$ cat config.mk
export PLATFORM = sky130hd
export DESIGN_NAME = recvword
export DESIGN_NICKNAME = d
export VERILOG_FILES = /design/src/rtl/recvword_pkg.sv /design/src/rtl/recvword_sync2.sv /design/src/rtl/recvword.sv
export SDC_FILE = /design/constraint.sdc
export NUM_CORES = 1
export LEC_CHECK = 0
export ABC_AREA = 1
export CAP_MARGIN = 30
export CORE_ASPECT_RATIO = 0.75
export CORE_MARGIN = 2
export CORE_UTILIZATION = 42
export CTS_CLUSTER_DIAMETER = 200
export CTS_CLUSTER_SIZE = 25
export DETAILED_ROUTE_END_ITERATION = 10
export HOLD_SLACK_MARGIN = 0.15
export SETUP_SLACK_MARGIN = 0.15
export SLEW_MARGIN = 20
export SYNTH_ARGS = -nofsm -noshare
export SYNTH_HDL_FRONTEND = slang
export SYNTH_SLANG_ARGS = --single-unit
$ cat constraint.sdc
create_clock -name sysclk -period 1.7 [get_ports sysclk]
set_clock_uncertainty 0.2 [all_clocks]
set_input_delay 0.425 -clock sysclk [delete_from_list [all_inputs] [get_ports sysclk]]
set_output_delay 0.425 -clock sysclk [all_outputs]
set_load 0.005 [all_outputs]
$ cat src/rtl/recvword_pkg.sv
// Shared types and frame constants for the serial word receiver.
package recvword_pkg;

  typedef enum logic [2:0] {
    ST_IDLE,
    ST_START,
    ST_DATA,
    ST_STOP,
    ST_FLUSH
  } state_t;

  // Line frame: one start bit, DATA_BITS data bits (MSB first), one stop bit.
  localparam logic        START_BIT = 1'b1;
  localparam logic        STOP_BIT  = 1'b0;
  localparam int unsigned DATA_BITS = 2;
  localparam int unsigned IDX_W     = $clog2(DATA_BITS);

endpackage : recvword_pkg

$ cat src/rtl/recvword_sync2.sv
// Two-flop synchronizer with asynchronous active-low reset to RST_VAL.
module sync2 #(
  parameter logic RST_VAL = 1'b1
) (
  input  logic clk,
  input  logic rst_n,
  input  logic d,
  output logic q
);

  logic meta;

  // Shift the asynchronous input through two flops.
  always_ff @(posedge clk or negedge rst_n) begin
    if (!rst_n) begin
      meta <= RST_VAL;
      q    <= RST_VAL;
    end else begin
      meta <= d;
      q    <= meta;
    end
  end

endmodule : sync2

$ cat src/rtl/recvword.sv
// Serial word receiver: decodes start/d1/d0/stop frames from a single line,
// samples each bit at its midpoint and reports the word or a framing error.
module recvword
  import recvword_pkg::*;
#(
  parameter int unsigned BIT_CYCLES = 1_000_000,
  parameter int unsigned CNT_W      = $clog2(BIT_CYCLES)
) (
  input  logic       sysclk,
  input  logic       rst_n,
  input  logic       line,
  output logic [1:0] word,
  output logic       valid,
  output logic       frame_err,
  output logic       busy
);

  localparam logic [CNT_W-1:0] HALF_LOAD = CNT_W'(BIT_CYCLES / 2 - 1);
  localparam logic [CNT_W-1:0] FULL_LOAD = CNT_W'(BIT_CYCLES - 1);
  localparam logic [IDX_W-1:0] IDX_TOP   = IDX_W'(DATA_BITS - 1);

  state_t               state, state_next;
  logic                 ls, ls_q;
  logic [CNT_W-1:0]     cnt, cnt_next;
  logic [IDX_W-1:0]     idx, idx_next;
  logic [DATA_BITS-1:0] shreg, shreg_next;
  logic [1:0]           word_next;
  logic                 valid_next, err_next;

  sync2 #(.RST_VAL(1'b1)) u_sync (
    .clk   (sysclk),
    .rst_n (rst_n),
    .d     (line),
    .q     (ls)
  );

  assign busy = (state != ST_IDLE);

  // FSM state register.
  always_ff @(posedge sysclk or negedge rst_n) begin
    if (!rst_n) begin
      state <= ST_IDLE;
    end else begin
      state <= state_next;
    end
  end

  // Datapath registers: edge-detect copy, bit timer, data shifter and outputs.
  always_ff @(posedge sysclk or negedge rst_n) begin
    if (!rst_n) begin
      ls_q      <= 1'b1;
      cnt       <= '0;
      idx       <= '0;
      shreg     <= '0;
      word      <= '0;
      valid     <= 1'b0;
      frame_err <= 1'b0;
    end else begin
      ls_q      <= ls;
      cnt       <= cnt_next;
      idx       <= idx_next;
      shreg     <= shreg_next;
      word      <= word_next;
      valid     <= valid_next;
      frame_err <= err_next;
    end
  end

  // Next-state and datapath update; each bit is sampled when the timer hits 0.
  always_comb begin
    state_next = state;
    cnt_next   = cnt;
    idx_next   = idx;
    shreg_next = shreg;
    word_next  = word;
    valid_next = 1'b0;
    err_next   = 1'b0;

    unique case (state)
      ST_IDLE: begin
        if (ls == START_BIT && ls_q != START_BIT) begin
          cnt_next   = HALF_LOAD;
          state_next = ST_START;
        end
      end

      ST_START: begin
        if (cnt != '0) begin
          cnt_next = cnt - 1'b1;
        end else if (ls == START_BIT) begin
          cnt_next   = FULL_LOAD;
          idx_next   = IDX_TOP;
          state_next = ST_DATA;
        end else begin
          state_next = ST_IDLE;
        end
      end

      ST_DATA: begin
        if (cnt != '0) begin
          cnt_next = cnt - 1'b1;
        end else begin
          shreg_next[idx] = ls;
          cnt_next        = FULL_LOAD;
          if (idx == '0) begin
            state_next = ST_STOP;
          end else begin
            idx_next = idx - 1'b1;
          end
        end
      end

      ST_STOP: begin
        if (cnt != '0) begin
          cnt_next = cnt - 1'b1;
        end else if (ls == STOP_BIT) begin
          word_next  = shreg;
          valid_next = 1'b1;
          state_next = ST_IDLE;
        end else begin
          err_next   = 1'b1;
          state_next = ST_FLUSH;
        end
      end

      // A stuck-high line must fall before another start can be recognised.
      ST_FLUSH: begin
        if (ls == STOP_BIT) begin
          state_next = ST_IDLE;
        end
      end

      default: begin
        state_next = ST_IDLE;
      end
    endcase
  end

endmodule : recvword

* Word level (Yosys, flattened, before mapping) *
Index checks and enable logic that the tools add are counted.

operators by class
  bitwise logic cells = 3
  add/sub/neg operators = 2
  magnitude comparators = 2
  muxes and demuxes = 29
  reductions and logical operators = 12
  equal/unequal tests = 13

operators by type and width
  operator                 count
  $mux W20                 5
  $pmux W20 S4             1
  $mux W3                  7
  $reduce_bool A20 Y1      1
  $sub A20 B1 Y20 const B  1
  $pmux W3 S5              1
  $ne A2 B2 Y1 const B     7
  $mux W1                  11
  $reduce_and A4 Y1        2
  $eq A3 B2 Y1 const B     2
  $reduce_and A6 Y1        1
  $reduce_bool A4 Y1       1
  $eq A3 B1 Y1 const B     1
  $eq A3 B3 Y1 const B     1
  $logic_not A3 Y1         1
  $ne A3 B2 Y1 const B     1
  $not A1 Y1               3
  $reduce_and A3 Y1        1
  $reduce_bool A3 Y1       1
  $bwmux W2                1
  $logic_and A1 B1 Y1      2
  $lt A1 B2 Y1 const B     1
  $mux W2                  1
  $ne A2 B1 Y1 const B     1
  other kinds (6)          6

storage, ports and cells
  input port bits = 3
  flip-flop bits (word level) = 33

* Longest topological paths before layout *
Gate-level depths: netlist of the first run.

  depth in word-level cells = 5
  gate-level depth with buffers = 13
  mapped depth without buffers = 13

* By module *
From an unflattened synthesis of the first run, not the netlist that was laid out.

unflattened totals
  cell total of the unflattened synthesis = 301
  area, all modules = 2178.3 µm²

by module, submodules not included
  module    sequential area each (µm²)  times used  area each (µm²)  cells each
  recvword  777.0                       1           2125.8           299
  sync2     52.6                        1           52.6             2

* Worst setup path after synthesis of the first run *
Ideal clock, no wire load.

  path type = reg2reg
  start point = register cnt[0]
  end point = register cnt[18]
  cell stages (with the launch flop) = 13
  data arrival time = 1.571 ns
  setup time = 0.125 ns
  clock period less this slack = 1.896 ns
  setup slack = -0.196 ns
  path buffers = 1
  cells stage by stage = dfrtp_1 > inv_1 > ha_1 > inv_1 > nor2_1 > nand2_1 > nor2_1 > nand3_4 > o21bai_2 > nor2_2 > buf_6 > nand2_1 > nand3_1

between the ends
  cells in the longest elaborated chain, start to end = 3

RTL lines
  item                                                    RTL line         source
  from (decl)                                             recvword.sv:24   logic [CNT_W-1:0] cnt, cnt_next;
  from (signal assigned)                                  recvword.sv:60   cnt <= cnt_next;
  $sub A20 B1 Y20 or $reduce_bool A20 Y1 (tied branches)  -
  $mux W20, or another cell as far along                  recvword.sv:114  if (cnt != '0) begin
  $pmux W20 S4 or $reduce_and A4 Y1 (tied branches)       -

Several ways; a longest one is shown, not always the timed one. The select of a mux whose other input is x is not followed.
A chain may end at the register's enable or synchronous reset.

* Worst setup path in the final report of the first run *
  start point = register cnt[0]
  end point = register cnt[2]

The elaborated chain is that of the path after synthesis.

==> flow_metrics.env, run 1 <==
export IMPL_crit_type="reg2reg"
export IMPL_ir_worst_vdd_mv=1.106
export IMPL_synth_top_area_cell="dfrtp_1"
export IMPL_nets=420
export IMPL_die_y_microns=67.72
export IMPL_fin_crit_sh_pct=112.1
export IMPL_p_per_area_nw_per_um2=1709
export IMPL_syn_area_sq_um=2273
export IMPL_hold_end="u_sync.q"
export IMPL_grt_max_degree=34
export IMPL_first_pass_iters=5
export IMPL_grt_pass1_vias=2257
export IMPL_pre_cts_ws_ns=-0.5280
export IMPL_drcViolationCount=0
export IMPL_p_total_mw=5.839
export IMPL_worstPathRequired_ns=1.73
export IMPL_synth_xor_area_share_pct=3.082
export IMPL_drt_vias_per_instance=4.872
export IMPL_critPathMostFrequentCell="nor2_4"
export IMPL_reg2reg_slack_ns=-0.21
export IMPL_ff_latch_area_sq_um=830.8
export IMPL_yosys_area_share_simple_pct=43.37
export IMPL_ys_ff_latch=33
export IMPL_critPathMaxFanout=7
export IMPL_cts_tree="built"
export IMPL_reg2reg_depth=13
export IMPL_hold_viol=0
export IMPL_cp_end_kind="flop"
export IMPL_hold_slack_ns=0.1592
export IMPL_sequentialPowerShare_pct=20.8
export IMPL_path_clk_slew_ns=0.07
export IMPL_synth_top_family_by_area="simple AND/OR/NAND/NOR gates"
export IMPL_start_util_pct=42.93
export IMPL_internal_power_mw=3.198
export IMPL_synth_nets=327
export IMPL_yosysWarningCount=0
export IMPL_placed_area_sq_um=2999
export IMPL_clockRootBuffer="clkbuf_8"
export IMPL_drt_iter0_drc=204
export IMPL_critPathArrivalTime_ns=1.94
export IMPL_power_share_clock_pct=13.7
export IMPL_p_comb_share_pct=65.6
export IMPL_antenna_found_initial=0
export IMPL_cap_violations=0
export IMPL_clkSinkCount=33
export IMPL_final_setup_tns_ns=-4.338
export IMPL_area_growth_pct=50.30
export IMPL_drv_slew=0
export IMPL_ios=8
export IMPL_numCtsBuffers=5
export IMPL_async_flop_share_pct=100.0
export IMPL_switching_power_mw=2.641
export IMPL_worst_pin_slew_ns=0.2870
export IMPL_final_cell_mix="88 x nand2_1, 72 x buf_4, 29 x dfrtp_1"
export IMPL_hold_start="u_sync.meta"
export IMPL_grtUsageTotal_pct=23.26
export IMPL_grt_setup_unrepaired="yes"
export IMPL_synthCells=322
export IMPL_max_freq_mhz=524.8
export IMPL_critPathSlowestCell="dfrtp_1"
export IMPL_min_path_cells=0
export IMPL_place_inst=468
export IMPL_drive_gt1_share_pct=41.59
export IMPL_wl_microns=6556
export IMPL_core_area_sq_um=5295
export IMPL_ys_types=30
export IMPL_fillCellCount=460
export IMPL_antenna_left=0
export IMPL_synth_edf_count=0
export IMPL_die_x_microns=88.96
export IMPL_synth_mux_area_fraction_pct=0
export IMPL_fin_util_pct=64.53
export IMPL_cp_start_kind="flop"
export IMPL_insertion_delay_ns=0.29
export IMPL_finalNonFillerCells=491
export IMPL_worst_slack_ns=-0.2053
export IMPL_rr_startpoint="cnt[0]"
export IMPL_synth_fa_ha_area_share_pct=1.101
export IMPL_power_share_switching_pct=45.23
export IMPL_crit_path_max_incr_delay_ns=0.39
export IMPL_yosys_area_top_type_share_pct=33.02
export IMPL_reg2reg_to="cnt[2]"
export IMPL_maxSlewHeadroom_pct=80.84
export IMPL_status="complete, but fails checks"
export IMPL_via_count=2392
export IMPL_wire_per_inst_microns=13.35
export IMPL_setup_viol=28
export IMPL_diodes=0
export IMPL_synth_compound_area_share_pct=7.705
export IMPL_synthTopCellsByArea="dfrtp_1 33%, nand2_1 17%, nand3_1 7.0%"
export IMPL_clock_path_buffers=2
export IMPL_stdcell_area_sq_um=3417
export IMPL_std_cell_rows=23
export IMPL_dieArea_sq_um=6024
export IMPL_cts_hold_buffers=0
export IMPL_avgSynthCellArea_sq_um=7.060
export IMPL_crit_chain="inv_2, ha_4, inv_2, nor2_4, nand2_2, nor2_4, nand3_4, nor2_4, nor2_4, nand2_4, buf_12, nand2_2, nand2_1"
export IMPL_grt_pass1_wl_microns=10490
export IMPL_gp_congestion=0.8981
export IMPL_hpwl_microns=4606
export IMPL_multi_input_area_sq_um=1486
export IMPL_p_leak_nw=1.697
export IMPL_port_buffer_count=7
export IMPL_overflow=0
export IMPL_min_period_ns=1.905
export IMPL_layout_commonest_cell="nand2_1"
export IMPL_violations="negative setup slack"
export IMPL_ys_dominant_reg_cell="dfrtp_1"
export IMPL_ys_seq_area_share_pct=36.49
export IMPL_cts_max_level=2
export IMPL_min_path_type="reg2reg"
-- repair_timing --
action / CTS / global route
gates resized for setup: 44 / 23
setup buffers: 9 / 3
endpoints found under the hold margin: 0 / 0
setup endpoints to repair: 35 / 32
cloned: 1 / 2
pin swaps: 13 / 9
-- power by group through the flow --
stage	Clock, mW	Combinational [mW]	Sequential (mW)
global placement	0	3.25	1.17
CTS	0.805	3.58	1.20
detailed placement	0	3.31	1.18
global route	0.846	4.18	1.24
finish	0.797	3.83	1.21
floorplan	0	1.86	1.18
-- Yosys cell counts (4+ instances only) --
library cell and count:
nor2_1 31, dfrtp_1 30, o21ai_0 15, inv_1 34, xor2_1 6, o21ai_1 4
nor2_2 9, nor3_1 4, inv_2 8, nand3_1 32, nor2_4 5, nand4_1 7
nand2_1 104
-- flip-flops by register name, indices dropped and copies added (netlist names) --
signal	flops
state	3
cnt	20
shreg	2
word	2
u_sync.q	1
u_sync.meta	1
idx	1
ls_q	1
frame_err	1
valid	1
-- cell families (layout without fill, tap and decap cells) --
kind of cell / after synthesis / in the layout
AND/OR/NAND/NOR: 204 / 207
buffers and inverters: 45 / 136
flip-flops: 33 / 33
AO/OA/AOI/OAI: 30 / 30
XOR/XNOR: 8 / 8
adder cells (fa/ha/maj): 2 / 2
-- area by class of cell --
cell class	instances	area share, %
repair buffers	86	21.31
flip-flops and latches	33	24.31
multi-input cells	247	43.50
well taps	75	2.746
clock buffers	6	2.417
inverters	42	4.614
clock inverters	2	1.098
-- metal layers --
layer | up-vias | track usage [%] | part of all wire, %
met2 | 70 | 35.45 | 42
met3 | 8 | 5.012 | 6.5
met1 | 1104 | 33.81 | 50
met5 | - | 0 | 0
li1 | 1210 | - | -
met4 | 0 | 5.224 | 0.93
-- worst max path at each step --
stage               startpoint  endpoint  slack [ns]  depth (start not counted)
detailed placement    u_sync.q    cnt[0]       -0.53                          7
global route            cnt[1]    cnt[2]       -0.29                         13
CTS                     cnt[0]   cnt[18]       -0.18                         11
finish                  cnt[0]    cnt[2]       -0.21                         13
global placement      u_sync.q    cnt[0]       -0.48                          7
floorplan               cnt[0]    cnt[1]       -0.06                         12
-- critical path: cells and delay by family (launching register included) --
| family | cells | cell delay, ns |
|---|---|---|
| AND/OR/NAND/NOR | 9 | 0.82 |
| adder cells (fa/ha/maj) | 1 | 0.15 |
| flip-flops | 1 | 0.39 |
| buffers and inverters | 3 | 0.28 |
(Power assumes the default switching activity.)
==> run 2: changes to the inputs <==
- CTS_CLUSTER_DIAMETER: 200 -> 40
- RECOVER_POWER: unset -> 25
==> run 2 against run 1 <==
  * Core utilization fell by 0.28 points
  * The run still ends with negative setup slack left
  * Sequential share of layout area up 0.11 points
  * Largest power group unchanged
  * Cell count did not move
  * Worst hold slack unchanged
  * Register-to-register slack barely moved
  * Flip-flop and latch count stayed put
  * Non-clock buffer count stayed put
  * Clock power about the same
  * First-iteration DRC count unchanged
  * Cell area is 0.44% lower
  * Critical path depth unchanged
  * Power hardly changed
==> flow_metrics.env, run 2 (synthesis gave the netlist of run 1 again) <==
export IMPL_clock_path_buffers=2
export IMPL_fin_crit_sh_pct=112.0
export IMPL_drive_gt1_share_pct=41.59
export IMPL_status="complete, but fails checks"
export IMPL_grt_pass1_vias=2257
export IMPL_crit_chain="inv_2, ha_4, inv_2, nor2_4, nand2_2, nor2_4, nand3_4, nor2_4, nor2_4, nand2_4, buf_12, nand2_2, nand2_1"
export IMPL_p_leak_nw=1.692
export IMPL_std_cell_rows=23
export IMPL_min_path_type="reg2reg"
export IMPL_final_cell_mix="88 x nand2_1, 72 x buf_4, 29 x dfrtp_1"
export IMPL_die_y_microns=67.72
export IMPL_largest_register_ff_count=20
export IMPL_crit_type="reg2reg"
export IMPL_antenna_found_initial=0
export IMPL_cap_violations=0
export IMPL_cts_hold_buffers=0
export IMPL_stdcell_area_sq_um=3402
export IMPL_dieArea_sq_um=6024
export IMPL_pre_cts_ws_ns=-0.5280
export IMPL_grt_max_degree=34
export IMPL_hold_viol=0
export IMPL_drv_slew=0
export IMPL_top_regs="cnt x20, state x3"
export IMPL_diodes=0
export IMPL_worst_pin_slew_ns=0.8468
export IMPL_fin_util_pct=64.25
export IMPL_drt_vias_per_instance=4.874
export IMPL_worst_slack_ns=-0.2037
export IMPL_ios=8
export IMPL_cp_start_kind="flop"
export IMPL_grt_setup_unrepaired="yes"
export IMPL_core_area_sq_um=5295
export IMPL_area_growth_pct=49.64
export IMPL_worstPathRequired_ns=1.73
export IMPL_die_x_microns=88.96
export IMPL_overflow=0
export IMPL_cts_tree="built"
export IMPL_drcViolationCount=0
export IMPL_final_setup_tns_ns=-4.278
export IMPL_grtUsageTotal_pct=23.26
export IMPL_wl_microns=6551
export IMPL_antenna_left=0
export IMPL_hold_slack_ns=0.1592
export IMPL_nets=420
export IMPL_insertion_delay_ns=0.29
export IMPL_critPathSlowestCell="dfrtp_1"
export IMPL_layout_commonest_cell="nand2_1"
export IMPL_maxSlewHeadroom_pct=43.55
export IMPL_critPathMaxFanout=7
export IMPL_path_clk_slew_ns=0.07
export IMPL_drt_iter0_drc=204
export IMPL_largest_register="cnt"
export IMPL_critPathMostFrequentCell="nor2_4"
export IMPL_p_per_area_nw_per_um2=1716
export IMPL_violations="negative setup slack"
export IMPL_timing_critical_path_buf_inv=3
export IMPL_numCtsBuffers=5
export IMPL_cp_end_kind="flop"
export IMPL_cp_top_family="simple AND/OR/NAND/NOR gates"
export IMPL_hpwl_microns=4606
export IMPL_cts_max_level=2
export IMPL_ir_worst_vdd_mv=1.106
export IMPL_start_util_pct=42.93
export IMPL_clkSinkCount=33
export IMPL_placed_area_sq_um=2999
export IMPL_crit_path_max_incr_delay_ns=0.39
export IMPL_via_count=2393
export IMPL_critPathArrivalTime_ns=1.94
export IMPL_setup_viol=28
export IMPL_gp_congestion=0.8981
export IMPL_port_buffer_count=7
export IMPL_max_freq_mhz=525.3
export IMPL_wire_per_inst_microns=13.34
export IMPL_clockRootBuffer="clkbuf_8"
export IMPL_first_pass_iters=4
export IMPL_grt_pass1_wl_microns=10490
export IMPL_min_period_ns=1.904
run 2: repair_timing:
action / in CTS / in global routing
pin swaps: 13 / 9
buffers inserted: 9 / 3
gates resized for setup: 44 / 23
endpoints found under the setup margin: 35 / 32
gates cloned: 1 / 2
run 2: final timing paths:
path / start / to / slack, ns / cells after the start
max: cnt[0] / cnt[2] / -0.20 / 13
max in group asynchronous: rst_n / cnt[3] / 0.22 / 2
min in group asynchronous: rst_n / cnt[13] / 0.50 / 2
max reg2reg: cnt[0] / cnt[2] / -0.20 / 13
min: u_sync.meta / u_sync.q / 0.16 / 0
min reg2reg: u_sync.meta / u_sync.q / 0.16 / 0
run 2: report_power, final:
part,switching (mW),internal [mW]
combinational,2.11,1.72
clock,0.321,0.477
sequential,0.216,0.995
run 2: stage by stage:
stage | std cells | power, mW
floorplan | 322 | 3.038
global placement | 468 | 4.420
detailed placement | 468 | 4.484
CTS | 486 | 5.579
global route | 491 | 6.256
finish | 491 | 5.838
run 2: per-layer routing:
metal  vias up  track usage (%)  part of all wire [%]
li1       1209                -                     -
met1      1112            33.81                    51
met2        66            35.45                    43
met3         6            5.012                   5.7
met4         0            5.224                  0.78
met5         -                0                     0
run 2: area by class of cell:
type                    count  area (sq um)
inverters                  42         157.7
fillers                   462          1893
flip-flops and latches     33         830.8
multi-input cells         247          1486
clock buffers               6         82.58
clock inverters             2         37.54
well taps                  75         93.84
repair buffers             86         713.2
